### src/rtl/phase_clkgen.sv
// phase_clkgen: programmable multi-phase clock generator.
// A period counter runs 0..div-1. Each phase output is high for the first
// div>>1 counts after its own offset. A new divide ratio and offsets are
// held in a shadow register and applied only on a period boundary, so the
// outputs never change shape in the middle of a period.
// Config handshake: a request is taken when cfg_valid and cfg_ready are both
// high on a rising edge. cfg_ready stays low from that edge until the edge
// that applies the request. A rejected request never lowers cfg_ready; it
// only produces a one-cycle cfg_err pulse.
module phase_clkgen #(
    parameter int                          DIV_W        = 8,
    parameter int                          NUM_PHASE    = 3,
    parameter int                          DEF_DIV      = 10,
    parameter logic [NUM_PHASE*DIV_W-1:0]  DEF_PHASE    = 24'h03_07_00,
    parameter int                          LOCK_PERIODS = 2
) (
    input  logic                         CLK125M,
    input  logic                         io_asyncReset,
    input  logic                         en,
    input  logic                         cfg_valid,
    output logic                         cfg_ready,
    input  logic [DIV_W-1:0]             cfg_div,
    input  logic [NUM_PHASE*DIV_W-1:0]   cfg_phase,
    output logic                         cfg_err,
    output logic [NUM_PHASE-1:0]         clk_out,
    output logic                         running,
    output logic                         locked
);

    localparam int               LCK_W    = $clog2(LOCK_PERIODS + 2);
    localparam logic [LCK_W-1:0] LOCK_MAX = LCK_W'(LOCK_PERIODS);

    typedef enum logic [1:0] {
        ST_STOP  = 2'd0,
        ST_RUN   = 2'd1,
        ST_DRAIN = 2'd2
    } state_t;

    state_t                       state;
    state_t                       state_nxt;
    logic [DIV_W-1:0]             cnt;
    logic [DIV_W-1:0]             div_r;
    logic [NUM_PHASE*DIV_W-1:0]   off_r;
    logic [DIV_W-1:0]             sh_div;
    logic [NUM_PHASE*DIV_W-1:0]   sh_off;
    logic                         pending;
    logic [LCK_W-1:0]             per_cnt;
    logic [NUM_PHASE-1:0]         target;
    logic [DIV_W:0]               hi_ext;
    logic                         wrap;
    logic                         start;
    logic                         cfg_acc;
    logic                         cfg_ok;
    logic                         apply;

    assign wrap    = (state != ST_STOP) && (cnt == div_r - DIV_W'(1));
    assign start   = (state == ST_STOP) && en;
    assign cfg_acc = cfg_valid && !pending;
    // In STOP there is no period to protect, so a pending config applies at once.
    assign apply   = pending && ((state == ST_STOP) || wrap);
    assign hi_ext  = {2'b00, div_r[DIV_W-1:1]};

    assign cfg_ready = !pending;
    assign running   = (state != ST_STOP);
    assign locked    = (state == ST_RUN) && (per_cnt == LOCK_MAX);

    // Validate a requested configuration: ratio at least 2, every offset inside the period.
    always_comb begin
        cfg_ok = (cfg_div >= DIV_W'(2));
        for (int k = 0; k < NUM_PHASE; k++) begin
            if (cfg_phase[k*DIV_W +: DIV_W] >= cfg_div) begin
                cfg_ok = 1'b0;
            end
        end
    end

    // Per-phase waveform target: ((cnt - off_k) mod div) < div/2, modulus without a divider.
    always_comb begin
        target = '0;
        for (int k = 0; k < NUM_PHASE; k++) begin
            if (state != ST_STOP) begin
                if (cnt >= off_r[k*DIV_W +: DIV_W]) begin
                    target[k] = (({1'b0, cnt} - {1'b0, off_r[k*DIV_W +: DIV_W]}) < hi_ext);
                end else begin
                    target[k] = (({1'b0, cnt} + {1'b0, div_r}
                                  - {1'b0, off_r[k*DIV_W +: DIV_W]}) < hi_ext);
                end
            end
        end
    end

    // Run-state next-state logic; stopping always waits for the end of a period.
    always_comb begin
        state_nxt = state;
        case (state)
            ST_STOP: begin
                if (en) state_nxt = ST_RUN;
            end
            ST_RUN: begin
                if (!en) state_nxt = wrap ? ST_STOP : ST_DRAIN;
            end
            ST_DRAIN: begin
                if (en)        state_nxt = ST_RUN;
                else if (wrap) state_nxt = ST_STOP;
            end
            default: state_nxt = ST_STOP;
        endcase
    end

    // State register.
    always_ff @(posedge CLK125M or posedge io_asyncReset) begin
        if (io_asyncReset) state <= ST_STOP;
        else               state <= state_nxt;
    end

    // Counter, registered outputs, shadow config and lock period counter.
    always_ff @(posedge CLK125M or posedge io_asyncReset) begin
        if (io_asyncReset) begin
            cnt     <= '0;
            div_r   <= DIV_W'(DEF_DIV);
            off_r   <= DEF_PHASE;
            sh_div  <= DIV_W'(DEF_DIV);
            sh_off  <= DEF_PHASE;
            pending <= 1'b0;
            per_cnt <= '0;
            clk_out <= '0;
            cfg_err <= 1'b0;
        end else begin
            if ((state == ST_STOP) || wrap) cnt <= '0;
            else                             cnt <= cnt + DIV_W'(1);

            // Entering STOP forces the outputs low instead of the last target.
            clk_out <= (state_nxt == ST_STOP) ? '0 : target;

            cfg_err <= cfg_acc && !cfg_ok;

            if (apply) begin
                div_r   <= sh_div;
                off_r   <= sh_off;
                pending <= 1'b0;
            end else if (cfg_acc && cfg_ok) begin
                sh_div  <= cfg_div;
                sh_off  <= cfg_phase;
                pending <= 1'b1;
            end

            if (start || apply) begin
                per_cnt <= '0;
            end else if (wrap && (per_cnt != LOCK_MAX)) begin
                per_cnt <= per_cnt + LCK_W'(1);
            end
        end
    end

endmodule

### config.mk
export PLATFORM = sky130hd
export DESIGN_NAME = phase_clkgen
export DESIGN_NICKNAME = d
export VERILOG_FILES = /design/src/rtl/phase_clkgen.sv
export SDC_FILE = /design/constraint.sdc
export NUM_CORES = 1
export LEC_CHECK = 0
export ABC_AREA = 1
export CAP_MARGIN = 20
export CORE_MARGIN = 1.5
export CORE_UTILIZATION = 40
export CTS_CLUSTER_DIAMETER = 80
export DETAILED_ROUTE_END_ITERATION = 10
export PLACE_DENSITY = 0.67
export RECOVER_POWER = 50
export SYNTH_ARGS = -nofsm -noshare
export SYNTH_HDL_FRONTEND = slang
export SYNTH_SLANG_ARGS = --single-unit
### constraint.sdc
create_clock -name CLK125M -period 9.8 [get_ports CLK125M]
set_input_delay 0.98 -clock CLK125M [delete_from_list [all_inputs] [get_ports CLK125M]]
set_output_delay 0.98 -clock CLK125M [all_outputs]
set_load 0.05 [all_outputs]
==> impl_results.md <==
- Largest stage delay on the critical path: 2.69 ns
- Max Freq: a little under 0.2 GHz
- Initial antenna violation count: 0
- Max-slew violations: 73
- Status: finished, violations left
- Clk root buf: clkbuf_16
- Synth Warn #: 0
- CTS max path bufs: 2
- Fillers: 1,901
- Worst slew pin tran: 3.790 ns
- Mapped Area: 7574 µm²
- Hold Violations, Final: 0
- Worst-path cell with the longest stage delay: clkbuf_1
- Layout Skew: 0.007723 ns
- Fin cells: 1,328
- Starting density of the core: 0.4062
- Clk sink count: 81
- List of most frequent post-synthesis cells: nand2_1 (297), inv_1 (168), ha_1 (119)
- Failing checks: max-capacitance violations, max-slew violations
- Ant diodes: 0
- Seq cells post-synth: 81
- Setup crit start kind: input port
- Die Y: 140.6 µm
- CP Cell Sequence: dlygate4sd3_1 > clkinvlp_2 > clkbuf_1 > clkbuf_1
- Register area share after synthesis: 0.2699
- Largest net degree at the start of global routing: 82
- Synth area leaders: dfrtp_1 (22%), ha_1 (20%), nand2_1 (15%)
- Clock-pin slew on the worst setup and hold paths: approximately 0.06 ns
- Tcrit/Tclk final: 0.5284
- GPL Wtd Cong: 0.8908
- Total Wirelength: 19,330 µm
- Avg Cell Area, Syn: between 7 and 8 µm²
- Final setup fails: 0
- Inst Count DP: 1,310
- Routed vias: 6,742
- Die ar.: 19,770 µm²
- Worst path most repeated cell: clkbuf_1
- Io pins: 43
- Post-CTS setup buffers: 0
- Cts hold-fix bufs: 0
- Critical path capture point type: async pin
- CTS tree: done
- DRC: 0
- Drt pass-1 iters: 5
- Vias per inst: between 5 and 6
- Post-synth net total: roughly 1,200
- CP Class: in -> async
- GRT Resource Usage Total: 0.2039
- Final #Nets: 1,251
- Worst reg-to-reg path cell count: 19
- CTS Buf Count: 9
- First-pass GRT wire length: approximately 32,000 µm
- R2R setup slack: 5.52 ns
- Slew headroom: -1.527
- Number of global-route vias before repair: 6,467
- Chip Width: 140.6 µm
- Worst hold path class: reg -> reg
- Core box area: ~19,000 µm²
- Crit path time final: 5.178 ns
- Crit path DAT: 4.75 ns
- Top FF cell, synth: dfrtp_1
- Skew-Pair Late Insertion Delay: 0.34 ns
- Max FO, Critical Path: 72
- Most frequent cell after synthesis: nand2_1
- Critical hold path startpoint: off_r[21]
- Hold slack: 0.4664 ns
- DR WL/cell: about 15 µm
- Crit path capture: div_r[0]
- Total congestion overflow: 0
- First-iteration detailed-routing DRC count: about 360
- DP Wirelength: ~15,000 µm
- Yosys cell types: 35
- Max Cap Viol: 1
- Port bufs: 42
- Antenna viol nets, final: 0
- Resize count post-CTS: 0
- RSZ-0062 raised after global routing: no
- Share of layout cells above drive strength 1: 0.03565
- Synth area leader: dfrtp_1
- Ys async rst share: 1.000
- Share of the synthesized area in the top cell type: 0.2214
- P&R area growth vs syn: 12.47%
- Setup_tns: 0 ns
- RR Startpoint: div_r[1]
- CP Data Required Time: 9.38 ns
- Reg2Reg Capture Point: clk_out[0]
- EDFF count, synth: 0
- Cells after Synth: 1,052
- Cell row count: 50
- Worst setup startpoint: io_asyncReset
- CTS H-tree lvls: 3
## layer usage
metal  up-vias  GRT usage  part of all wire
met5         -          0                 0
met4         0    0.08004             0.033
met3        36    0.01630             0.041
met2       156     0.3329              0.45
met1      3062     0.2813              0.48
li1       3488          -                 -
## cells in the final DEF (no fill, tap or decap), types with 2 or more instances in the layout
| cell | Yosys | routed |
|---|---|---|
| clkbuf_1 | 8 | 2 |
| a31oi_1 | 12 | 12 |
| nand3b_1 | 7 | 7 |
| clkdlybuf4s50_1 | 0 | 39 |
| a21oi_1 | 58 | 58 |
| nand2_4 | 2 | 2 |
| a21o_1 | 5 | 5 |
| nand3_1 | 79 | 78 |
| clkinv_4 | 0 | 3 |
| nand2_1 | 297 | 297 |
| o21bai_1 | 2 | 2 |
| inv_6 | 0 | 2 |
| o21a_1 | 6 | 6 |
| ha_1 | 119 | 119 |
| xor2_1 | 29 | 29 |
| o21ai_0 | 49 | 49 |
| clkbuf_16 | 0 | 9 |
| nor2_1 | 55 | 55 |
| inv_1 | 168 | 167 |
| a21boi_0 | 2 | 2 |
| nand4_1 | 13 | 13 |
| nor3b_1 | 4 | 4 |
| dlygate4sd3_1 | 0 | 3 |
| a211oi_1 | 2 | 2 |
| nor3_1 | 12 | 12 |
| dfstp_2 | 14 | 13 |
| xnor2_1 | 16 | 16 |
| nand2_2 | 2 | 2 |
| fa_1 | 7 | 7 |
| dfrtp_1 | 67 | 67 |
## metrics by stage
step | setup WS (ns) | cell area, µm² | utilization
2_1_floorplan | 6.451 | 7574 | -
3_3_place_gp | 5.809 | 8185 | 0.4391
3_5_place_dp | 5.706 | 8185 | 0.4391
4_1_cts | 5.701 | 8498 | 0.4558
5_1_grt | 3.732 | 8518 | 0.4569
6_report | 4.622 | 8518 | 0.4569
## how the worst min path moves through the flow
stage / slack, ns / depth (start not counted) / end
2_1_floorplan: 0.44 / 2 / off_r[11]
5_1_grt: 0.49 / 2 / off_r[20]
3_5_place_dp: 0.46 / 2 / off_r[20]
4_1_cts: 0.47 / 2 / off_r[20]
6_report: 0.47 / 2 / off_r[21]
3_3_place_gp: 0.46 / 2 / off_r[7]
## cell type report
| class | instances | area, µm² | share of cell area |
|---|---|---|---|
| clock buffer | 10 | 239.0 | 0.02806 |
| clock inverter | 6 | 73.82 | 0.008666 |
| inverter | 168 | 631.9 | 0.07418 |
| multi-input combinational | 783 | 4781 | 0.5613 |
| sequential | 81 | 2044 | 0.2400 |
| tap | 234 | 292.8 | 0.03437 |
| timing repair buffer | 46 | 455.4 | 0.05347 |
## worst max-delay path: cells and delay by family
family | cells | cell delay [ns]
buf+inv | 4 | 3.70
## cells by family after synthesis
| group | synth area share |
|---|---|
| AND/OR/NAND/NOR | 0.2632 |
| buffers and inverters | 0.09945 |
| AO/OA/AOI/OAI | 0.1003 |
| adder cells (fa/ha/maj) | 0.2151 |
| flip-flops | 0.2699 |
| XOR/XNOR | 0.05204 |
## registers in the layout, indices dropped and copies added (netlist names)
register and flops:
clk_out 3, pending 1, off_r 24, div_r 8
sh_div 8, cnt 8, cfg_err 1, sh_off 24
state 2, per_cnt 2
Power is left out: the tool's default activity adds up to more than one toggle a clock period on the data nets, which glitch-free logic cannot reach.
